$ cat src/rtl/framebuffer_write_scheduler_if.sv
// Ray pixel stream into the scheduler and the BRAM write port A it drives.
interface framebuffer_write_scheduler_if #(
    parameter int PIXEL_WIDTH = 16,
    parameter int ADDR_BITS   = 18
);
    logic                   ray_valid;
    logic                   ray_ready;
    logic [15:0]            ray_x;
    logic [15:0]            ray_y;
    logic [PIXEL_WIDTH-1:0] ray_pixel;
    logic                   bram_we;
    logic [ADDR_BITS-1:0]   bram_addr;
    logic [PIXEL_WIDTH-1:0] bram_din;

    modport slave (
        input  ray_valid, ray_x, ray_y, ray_pixel,
        output ray_ready, bram_we, bram_addr, bram_din
    );

    modport master (
        output ray_valid, ray_x, ray_y, ray_pixel,
        input  ray_ready, bram_we, bram_addr, bram_din
    );
endinterface

$ cat src/rtl/framebuffer_write_scheduler.sv
// Arbitrates framebuffer write port A between the clear engine and the ray pixel
// stream; tracks render time, completion and write/drop counts.
module framebuffer_write_scheduler #(
    parameter int FRAME_WIDTH  = 512,
    parameter int FRAME_HEIGHT = 384,
    parameter int ADDR_BITS    = 18,
    parameter int PIXEL_WIDTH  = 16,
    parameter int FIFO_DEPTH   = 4
) (
    input  logic                   clk,
    input  logic                   rst_n,
    input  logic                   clear_start,
    input  logic [PIXEL_WIDTH-1:0] clear_color,
    output logic                   clear_busy,
    framebuffer_write_scheduler_if.slave fb,
    output logic                   frame_done,
    output logic [31:0]            render_cycles,
    output logic [31:0]            write_count,
    output logic [15:0]            drop_count
);
    localparam int                   NPIX      = FRAME_WIDTH * FRAME_HEIGHT;
    localparam int                   PTR_W     = $clog2(FIFO_DEPTH);
    localparam logic [31:0]          FW32      = 32'(FRAME_WIDTH);
    localparam logic [31:0]          FH32      = 32'(FRAME_HEIGHT);
    localparam logic [31:0]          LAST32    = 32'(NPIX - 1);
    localparam logic [ADDR_BITS-1:0] LAST_ADDR = ADDR_BITS'(NPIX - 1);
    localparam logic [ADDR_BITS-1:0] ADDR_ONE  = ADDR_BITS'(1);
    localparam logic [PTR_W:0]       PTR_ONE   = (PTR_W + 1)'(1);

    typedef enum logic [1:0] {IDLE, CLEAR, RENDER} state_t;

    typedef struct packed {
        logic [15:0]            x;
        logic [15:0]            y;
        logic [PIXEL_WIDTH-1:0] pixel;
    } ray_t;

    state_t state, state_nx;
    ray_t   mem [FIFO_DEPTH];
    ray_t   ray_in, head;
    logic [PTR_W:0]         wr_ptr, rd_ptr;
    logic [PIXEL_WIDTH-1:0] clr_color;
    logic [31:0]            lin_addr;
    logic fifo_empty, fifo_full, push, clear_go, drain_ok, bypass, pop_fifo, enq;
    logic head_vld, in_range, wr_ray, last_px, clear_last, armed, started;

    assign fifo_empty = (wr_ptr == rd_ptr);
    assign fifo_full  = (wr_ptr[PTR_W] != rd_ptr[PTR_W]) &&
                        (wr_ptr[PTR_W-1:0] == rd_ptr[PTR_W-1:0]);
    assign fb.ray_ready = !fifo_full;
    assign push       = fb.ray_valid && fb.ray_ready;
    assign clear_go   = clear_start && (state != CLEAR);
    assign clear_busy = (state == CLEAR);
    assign clear_last = (state == CLEAR) && (fb.bram_addr == LAST_ADDR);

    // The clear engine takes the port the cycle after clear_start, so the
    // request cycle must not launch a ray write either.
    assign drain_ok = (state != CLEAR) && !clear_go;
    // Fall-through: a pixel arriving at an empty FIFO goes straight to the port.
    assign bypass   = fifo_empty && push && drain_ok;
    assign pop_fifo = !fifo_empty && drain_ok;
    assign enq      = push && !bypass;
    assign head_vld = pop_fifo || bypass;

    assign ray_in   = '{x: fb.ray_x, y: fb.ray_y, pixel: fb.ray_pixel};
    assign head     = fifo_empty ? ray_in : mem[rd_ptr[PTR_W-1:0]];
    assign in_range = (32'(head.x) < FW32) && (32'(head.y) < FH32);
    assign lin_addr = FW32 * 32'(head.y) + 32'(head.x);
    assign wr_ray   = head_vld && in_range;
    assign last_px  = wr_ray && (lin_addr == LAST32);

    always_ff @(posedge clk or negedge rst_n) begin
        if (!rst_n) state <= IDLE;
        else        state <= state_nx;
    end

    always_comb begin
        state_nx = state;
        unique case (state)
            IDLE:    if (clear_start) state_nx = CLEAR;
                     else if (push)   state_nx = RENDER;
            RENDER:  if (clear_start)     state_nx = CLEAR;
                     else if (frame_done) state_nx = IDLE;
            CLEAR:   if (clear_last) state_nx = IDLE;
            default: state_nx = IDLE;
        endcase
    end

    always_ff @(posedge clk or negedge rst_n) begin
        if (!rst_n) begin
            wr_ptr <= '0;
            rd_ptr <= '0;
        end else begin
            if (enq)      wr_ptr <= wr_ptr + PTR_ONE;
            if (pop_fifo) rd_ptr <= rd_ptr + PTR_ONE;
        end
    end

    always_ff @(posedge clk) begin
        if (enq) mem[wr_ptr[PTR_W-1:0]] <= ray_in;
    end

    // During CLEAR the registered address doubles as the clear cursor.
    always_ff @(posedge clk or negedge rst_n) begin
        if (!rst_n) begin
            fb.bram_we   <= 1'b0;
            fb.bram_addr <= '0;
            fb.bram_din  <= '0;
            clr_color    <= '0;
            frame_done   <= 1'b0;
        end else begin
            frame_done <= last_px && armed;
            if (clear_go) begin
                fb.bram_we   <= 1'b1;
                fb.bram_addr <= '0;
                fb.bram_din  <= clear_color;
                clr_color    <= clear_color;
            end else if (state == CLEAR) begin
                if (clear_last) begin
                    fb.bram_we <= 1'b0;
                end else begin
                    fb.bram_we   <= 1'b1;
                    fb.bram_addr <= fb.bram_addr + ADDR_ONE;
                    fb.bram_din  <= clr_color;
                end
            end else begin
                fb.bram_we <= wr_ray;
                if (wr_ray) begin
                    fb.bram_addr <= lin_addr[ADDR_BITS-1:0];
                    fb.bram_din  <= head.pixel;
                end
            end
        end
    end

    always_ff @(posedge clk or negedge rst_n) begin
        if (!rst_n) begin
            armed         <= 1'b1;
            started       <= 1'b0;
            render_cycles <= '0;
            write_count   <= '0;
            drop_count    <= '0;
        end else begin
            if (clear_go) begin
                armed         <= 1'b1;
                started       <= push;
                render_cycles <= {31'd0, push};
                write_count   <= '0;
            end else begin
                if (last_px) armed <= 1'b0;
                if (armed && push) started <= 1'b1;
                if (armed && (started || push) && render_cycles != '1)
                    render_cycles <= render_cycles + 32'd1;
                if (wr_ray) write_count <= write_count + 32'd1;
            end
            if (head_vld && !in_range && drop_count != 16'hFFFF)
                drop_count <= drop_count + 16'd1;
        end
    end
endmodule

$ cat src/flat_wrapper.sv
// flat-port wrapper written by rule: the top's interface ports become plain ports
module framebuffer_write_scheduler_flat 
#(
    parameter int FRAME_WIDTH  = 512,
    parameter int FRAME_HEIGHT = 384,
    parameter int ADDR_BITS    = 18,
    parameter int PIXEL_WIDTH  = 16,
    parameter int FIFO_DEPTH   = 4
)
  (clk, rst_n, clear_start, clear_color, clear_busy, frame_done, render_cycles, write_count, drop_count, fb_ray_valid, fb_ray_x, fb_ray_y, fb_ray_pixel, fb_ray_ready, fb_bram_we, fb_bram_addr, fb_bram_din);
  framebuffer_write_scheduler_if #(.PIXEL_WIDTH(PIXEL_WIDTH), .ADDR_BITS(ADDR_BITS)) fb_i ();
  input  logic clk;
  input  logic rst_n;
  input  logic clear_start;
  input  logic [PIXEL_WIDTH-1:0] clear_color;
  output logic clear_busy;
  output logic frame_done;
  output logic [31:0] render_cycles;
  output logic [31:0] write_count;
  output logic [15:0] drop_count;
  input wire logic [$bits(fb_i.ray_valid)-1:0] fb_ray_valid;
  input wire logic [$bits(fb_i.ray_x)-1:0] fb_ray_x;
  input wire logic [$bits(fb_i.ray_y)-1:0] fb_ray_y;
  input wire logic [$bits(fb_i.ray_pixel)-1:0] fb_ray_pixel;
  output wire logic [$bits(fb_i.ray_ready)-1:0] fb_ray_ready;
  output wire logic [$bits(fb_i.bram_we)-1:0] fb_bram_we;
  output wire logic [$bits(fb_i.bram_addr)-1:0] fb_bram_addr;
  output wire logic [$bits(fb_i.bram_din)-1:0] fb_bram_din;
  assign fb_i.ray_valid = fb_ray_valid;
  assign fb_i.ray_x = fb_ray_x;
  assign fb_i.ray_y = fb_ray_y;
  assign fb_i.ray_pixel = fb_ray_pixel;
  assign fb_ray_ready = fb_i.ray_ready;
  assign fb_bram_we = fb_i.bram_we;
  assign fb_bram_addr = fb_i.bram_addr;
  assign fb_bram_din = fb_i.bram_din;
  framebuffer_write_scheduler #(.FRAME_WIDTH(FRAME_WIDTH), .FRAME_HEIGHT(FRAME_HEIGHT), .ADDR_BITS(ADDR_BITS), .PIXEL_WIDTH(PIXEL_WIDTH), .FIFO_DEPTH(FIFO_DEPTH)) u_core (.clk(clk), .rst_n(rst_n), .clear_start(clear_start), .clear_color(clear_color), .clear_busy(clear_busy), .fb(fb_i), .frame_done(frame_done), .render_cycles(render_cycles), .write_count(write_count), .drop_count(drop_count));
endmodule
$ cat config.mk
export PLATFORM = sky130hd
export DESIGN_NAME = framebuffer_write_scheduler_flat
export DESIGN_NICKNAME = d
export VERILOG_FILES = /design/src/rtl/framebuffer_write_scheduler_if.sv /design/src/rtl/framebuffer_write_scheduler.sv /design/src/flat_wrapper.sv
export SDC_FILE = /design/constraint.sdc
export NUM_CORES = 1
export LEC_CHECK = 0
export ABC_AREA = 1
export BUFFER_PORTS_ARGS = -buffer_cell sky130_fd_sc_hd__buf_2
export CORE_MARGIN = 10
export CORE_UTILIZATION = 42
export DETAILED_ROUTE_END_ITERATION = 8
export GPL_TIMING_DRIVEN = 0
export PLACE_DENSITY_LB_ADDON = 0.12
export SLEW_MARGIN = 10
export SYNTH_ARGS = -nofsm -noshare
export SYNTH_HDL_FRONTEND = slang
export SYNTH_SLANG_ARGS = --single-unit
$ cat constraint.sdc
create_clock -name clk -period 5.3 [get_ports clk]
set_input_delay 0.53 -clock clk [delete_from_list [all_inputs] [get_ports clk]]
set_output_delay 0.53 -clock clk [all_outputs]
set_load 0.005 [all_outputs]
=== Word level (Yosys, flattened, before mapping) ===
Memory sizes are Yosys's and may differ from the RTL's.
Cells that the tools add are included.

* Add/subtract/negate cells: 7
* $mul: 0
* Divide/modulo/power cells: 0
* Magnitude comparators: 2
* Equal/unequal tests: 14
* Shift operators: 0
* Multiplexer cells: 28
* Bitwise operators: 0
* Reductions and logical operators: 33

{| class="wikitable"
|+ Operator list
! kind !! number
|-
| $mux 32 || 4
|-
| $mux 18 || 4
|-
| $add 32x1->32 const B || 2
|-
| $mux 16 || 4
|-
| $mux 48 || 1
|-
| $eq 32x18->1 const B || 1
|-
| $ne 32x32->1 const B || 1
|-
| $add 25x16->26 || 1
|-
| $add 18x1->18 const B || 1
|-
| $eq 18x18->1 const B || 1
|-
| $logic_and 1x1->1 || 18
|-
| $add 16x1->16 const B || 1
|-
| $lt 16x10->1 const B || 1
|-
| $lt 16x9->1 const B || 1
|-
| $ne 16x16->1 const B || 1
|-
| $mux 2 || 5
|-
| $mux 1 || 9
|-
| $ne 3x2->1 const B || 3
|-
| $reduce_bool 2->1 || 4
|-
| $add 3x1->3 const B || 2
|-
| $pmux 2 s3 || 1
|-
| $logic_not 1->1 || 5
|-
| $ne 2x1->1 const B || 2
|-
| $eq 3x3->1 || 1
|-
| 9 further kinds || 10
|}

* Register bits after elaboration: 142
* Latch bits: 0
* RAM bits: 192
* Bits in read-only memories: 0
* Input bits: 68
* Memories: 1

{| class="wikitable"
|+ Memories
! memory !! words !! width !! rd ports !! clocked after memory_dff !! write ports !! line !! RTL
|-
| u_core.mem || 4 || 48 || 1 || 0 || 1 || framebuffer_write_scheduler.sv:39 || <nowiki>ray_t mem [FIFO_DEPTH];</nowiki>
|}

=== Depth between registers and ports, before layout ===
* Depth after elaboration: 11
* Mapped depth: 27

=== Worst setup path before layout ===
Ideal clock, no wire load.

* Path type: flip-flop to flip-flop
* Start point: register u_core.rd_ptr[1]
* End point: memory u_core.mem[3][0] (netlist bit) (enable)
* Library setup time: 0.457 ns
* Arrival: 3.670 ns
* Required time: 4.843 ns
* Path slack: 1.174 ns
* Cell stages (with the launch flop): 10
* Path through: dfrtp_1 -> buf_4 -> nand2_1 -> nand2_2 -> nand3_4 -> buf_2 -> buf_2 -> buf_2 -> o21ai_1 -> nor2_1

* Longest elaborated chain between the ends: 10

{| class="wikitable"
|+ RTL lines
! what !! line !! RTL
|-
| from (decl) || framebuffer_write_scheduler.sv:41 || <nowiki>logic [PTR_W:0] wr_ptr, rd_ptr;</nowiki>
|-
| from (signal assigned) || framebuffer_write_scheduler.sv:95 || <nowiki>if (pop_fifo) rd_ptr <= rd_ptr + PTR_ONE;</nowiki>
|-
| $eq 2x2->1 || framebuffer_write_scheduler.sv:49 || <nowiki>(wr_ptr[PTR_W-1:0] == rd_ptr[PTR_W-1:0]);</nowiki>
|-
| $logic_and 1x1->1 || framebuffer_write_scheduler.sv:48 || <nowiki>assign fifo_full = (wr_ptr[PTR_W] != rd_ptr[PTR_W]) &&</nowiki>
|-
| $logic_not 1->1 || framebuffer_write_scheduler.sv:50 || <nowiki>assign fb.ray_ready = !fifo_full;</nowiki>
|-
| $logic_and 1x1->1 || framebuffer_write_scheduler.sv:51 || <nowiki>assign push = fb.ray_valid && fb.ray_ready;</nowiki>
|-
| $logic_and 1x1->1 (2 in series) || framebuffer_write_scheduler.sv:60 || <nowiki>assign bypass = fifo_empty && push && drain_ok;</nowiki>
|-
| $logic_not 1->1 || framebuffer_write_scheduler.sv:62 || <nowiki>assign enq = push && !bypass;</nowiki>
|-
| $logic_and 1x1->1 (*) || framebuffer_write_scheduler.sv:62 ||
|-
| $mux 1 (*) || framebuffer_write_scheduler.sv:100 || <nowiki>if (enq) mem[wr_ptr[PTR_W-1:0]] <= ray_in;</nowiki>
|-
| $mux 1 (implied by the code) (*) || framebuffer_write_scheduler.sv:100 ||
|-
| to (decl) || framebuffer_write_scheduler.sv:39 ||
|}

Every way passes the cells marked *; elsewhere a longest branch is shown, timed or not.

=== Final worst setup path ===
* Start point: register u_core.rd_ptr[1]
* End point: register u_core.frame_done

* Longest elaborated chain between the ends: 10

{| class="wikitable"
|+ RTL lines
! what !! line !! RTL
|-
| parallel branches: the longest is 8 deep, another holds $mem_v2 4x48 || - ||
|-
| $logic_and 1x1->1 (*) || framebuffer_write_scheduler.sv:70 || <nowiki>assign last_px = wr_ray && (lin_addr == LAST32);</nowiki>
|-
| $logic_and 1x1->1 (*) || framebuffer_write_scheduler.sv:112 || <nowiki>frame_done <= last_px && armed;</nowiki>
|-
| to (signal assigned) || framebuffer_write_scheduler.sv:112 ||
|-
| to (decl) || framebuffer_write_scheduler.sv:16 || <nowiki>output logic frame_done,</nowiki>
|}

Mark *: on every way between the ends.
A chain may end at the register's enable or synchronous reset.

==> results.sh <==
export IMPL_status="finished clean"
export IMPL_grt_max_degree=73
export IMPL_synth_area_um2=16600
export IMPL_rsz0062_at_grt="no"
export IMPL_crit_required_ps=5770
export IMPL_timing_setup_tns_ps=0
export IMPL_p_leak_uw=0.00832
export IMPL_skew_ps=31.6
export IMPL_clkLatencyLatePin_ps=570
export IMPL_die_w_um=219
export IMPL_cts_num_sinks=334
export IMPL_num_rows=72
export IMPL_cp_slowest_cell="clkbuf_1"
export IMPL_yosysTopAreaCell="edfxtp_1"
export IMPL_dieArea_um2=47800
export IMPL_grt_pass1_vias=13500
export IMPL_final_hold_violation_count=0
export IMPL_max_stage_delay_ps=550
export IMPL_yosysWarnings=0
export IMPL_crit_fanout=10
export IMPL_period_share=0.923
export IMPL_post_route_drc_count=0
export IMPL_grt_pass1_wl_um=77300
export IMPL_grt_antenna_before_repair=4
export IMPL_ant_nets=0
export IMPL_ios=186
export IMPL_setup_violations=0
export IMPL_slew_headroom=0.319
export IMPL_reg2reg_depth=24
export IMPL_synth_flop_cell="edfxtp_1"
export IMPL_holdPathEnd="u_core.mem[0][17]"
export IMPL_cts_reportedPaths_clkPinSlew_ps=70
export IMPL_worstHoldPathCells=1
export IMPL_drt_total_wl_um=50100
export IMPL_tightest_slew_ps=1010
export IMPL_htree_levels=2
export IMPL_gp_congestion=0.910
export IMPL_area_delta_synth_final_pct=17.9
export IMPL_timing_hold_ws_ps=198
export IMPL_overflow=0
export IMPL_async_reset_ff_frac=0.425
export IMPL_port_buffers=185
export IMPL_synth_edff_count=192
export IMPL_wl_per_cell_um=19.0
export IMPL_layout_common_cells="nand2_1, buf_2, nor2_1"
export IMPL_critical_path_class="reg2reg"
export IMPL_grt_total_usage=0.205
export IMPL_cp_data_arrival_time_ps=5360
export IMPL_drv_cap=0
export IMPL_layout_nets=2177
export IMPL_dr_first_iter_drc_count=1055
export IMPL_powerDensity_nw_per_um2=583
export IMPL_fin_util=0.503
export IMPL_crit_chain="buf_4 -> inv_2 -> buf_4 -> buf_2 -> clkbuf_1 -> clkbuf_1 -> a21oi_1 -> a22oi_1 -> nand2_1 -> nand2_1 -> ha_1 -> inv_1 -> fa_1 -> xnor2_1 -> nand3b_1 -> nor2_1 -> nand3_1 -> nor2_1 -> nand3_1 -> nor2_1 -> nand2_1 -> nor2_1 -> nand4_1 -> nor2_1"
export IMPL_r2r_start="u_core.rd_ptr[1]"
export IMPL_finalMaxSlewViolations=0
export IMPL_syn_nets=1943
export IMPL_synth_area_leaders="edfxtp_1, dfrtp_1, nand2_1"
export IMPL_final_cells=2636
export IMPL_cts_root_buf="clkbuf_16"
export IMPL_dp_hpwl_um=37000
export IMPL_ys_ff_latch=334
export IMPL_r2r_setup_slack_ps=410
export IMPL_synth_seq_area_share=0.563
export IMPL_min_period_ps=4890
export IMPL_post_place_cells=2570
export IMPL_cts_tree="done"
export IMPL_drive_gt1_frac=0.145
export IMPL_report_power_total_uw=11400
export IMPL_layout_commonest_cell="nand2_1"
export IMPL_yosys_area_top_type_share=0.348
export IMPL_path_common_cell="nor2_1"
export IMPL_reg2reg_to="u_core.frame_done"
export IMPL_vias=13900
export IMPL_die_y_um=219
export IMPL_vias_per_cell=5.26
export IMPL_postCtsSetupRepairBufs=0
export IMPL_fmax_mhz=205
export IMPL_synthCells=1858
export IMPL_cts_made_buffers=38
export IMPL_hold_class="in2reg"
export IMPL_cts_path_max_buffers=3
export IMPL_hp_start="fb_ray_y[1]"
export IMPL_initial_core_util=0.426
export IMPL_avgSynthCellArea_um2=8.91
export IMPL_drt_pass1_iterations=5
export IMPL_cp_start_kind="flop"
export IMPL_core_um2=38800
export IMPL_ys_types=53
export IMPL_endpoint_kind="flop"
export IMPL_vdd_drop_max_v=0.000304
[cell families after synthesis]
| family | count (synthesis) | share of synthesized area |
|---|---|---|
| xor gates and xnor gates | 40 | 0.0223 |
| buffers and inverters | 254 | 0.0638 |
| adders and majority gates | 17 | 0.0133 |
| AOI/OAI and AO/OA | 302 | 0.102 |
| DFF | 334 | 0.563 |
| and+or+nand+nor | 911 | 0.235 |
[area by class of cell]
class / instances / area (um^2)
Antenna cell: 1 / 2.50
Buffer: 73 / 375
Clock buffer: 45 / 987
Clock inverter: 20 / 116
Fill cell: 3730 / 19300
Inverter: 180 / 678
Multi-Input combinational cell: 1270 / 6210
Sequential cell: 334 / 9320
Tap cell: 518 / 648
Timing Repair Buffer: 195 / 1190
[critical path: cells and delay by family, from the launching register on]
| kind | cells | cell delay (ps) |
|---|---|---|
| flip-flops | 1 | 380 |
| adder cells (fa/ha/maj) | 2 | 560 |
| buffers and inverters | 7 | 1800 |
| XOR/XNOR | 1 | 350 |
| AO/OA/AOI/OAI | 2 | 280 |
| AND/OR/NAND/NOR | 12 | 1410 |
[repair_timing]
item | 4_1_cts | 5_1_grt
resized for setup | 0 | 1
setup endpoints to repair | 0 | 2
hold buffers | 1 | 0
hold endpoints to repair | 70 | 0
[state kept, by name, summed over array words and instances, names as in the netlist]
signal / cells
u_core.fb.bram_addr: 18
u_core.started: 1
u_core.rd_ptr: 3
u_core.wr_ptr: 3
u_core.render_cycles: 32
u_core.armed: 1
u_core.write_count: 32
u_core.drop_count: 16
u_core.fb.bram_din: 16
u_core.frame_done: 1
u_core.state: 2
u_core.mem: 192
u_core.clr_color: 16
u_core.fb.bram_we: 1
[worst max-delay path by stage]
| stage | slack, ps | cells after the start | end | from |
|---|---|---|---|---|
| 6_report | 410 | 24 | u_core.frame_done | u_core.rd_ptr[1] |
| 5_1_grt | 30 | 26 | u_core.frame_done | u_core.rd_ptr[0] |
| 4_1_cts | 210 | 26 | u_core.frame_done | u_core.rd_ptr[0] |
| 3_5_place_dp | 300 | 26 | u_core.armed | u_core.rd_ptr[0] |
| 3_3_place_gp | -1300 | 10 | u_core.mem[1][30] | u_core.rd_ptr[1] |
| 2_1_floorplan | 1170 | 9 | u_core.mem[3][0] | u_core.rd_ptr[1] |
[routing by layer]
layer  GRT usage  share of wire  wire, um
met1       0.283           0.45     22800
met2       0.315           0.45     22500
met3      0.0456          0.073      3650
met4      0.0664          0.024      1210
met5           0        0.00058        29
[cell usage after synthesis, drive strengths merged, types with 2 or more instances]
| cell type | number |
|---|---|
| nand2 | 469 |
| nor2 | 211 |
| edfxtp | 192 |
| inv | 179 |
| o21ai | 160 |
| dfrtp | 141 |
| nand3 | 86 |
| a21oi | 65 |
| nor3 | 57 |
| nand4 | 53 |
| buf | 47 |
| xor2 | 28 |
| clkbuf | 27 |
| o22ai | 24 |
| nor4 | 17 |
| a221oi | 16 |
| ha | 16 |
| xnor2 | 12 |
| o31ai | 10 |
| a22oi | 7 |
| nand3b | 7 |
| o211ai | 6 |
| a31oi | 4 |
| or2 | 4 |
| o21a | 3 |
| and2 | 2 |
| nor3b | 2 |
| nor4b | 2 |
[per-stage QoR]
stage / worst slack, ps / instance area, um^2
floorplan: 1170 / 16600
global placement: -1300 / 18100
detailed placement: 295 / 18400
CTS: 211 / 19500
global route: 31.5 / 19500
finish: 410 / 19500
[power by group]
group	internal (uW)	total (uW)	switching, uW
Sequential	3420	3740	317
Combinational	1690	5240	3550
Clock	1330	2400	1060
Total	6440	11400	4930
No activity file was read; power rests on OpenSTA's default activity.
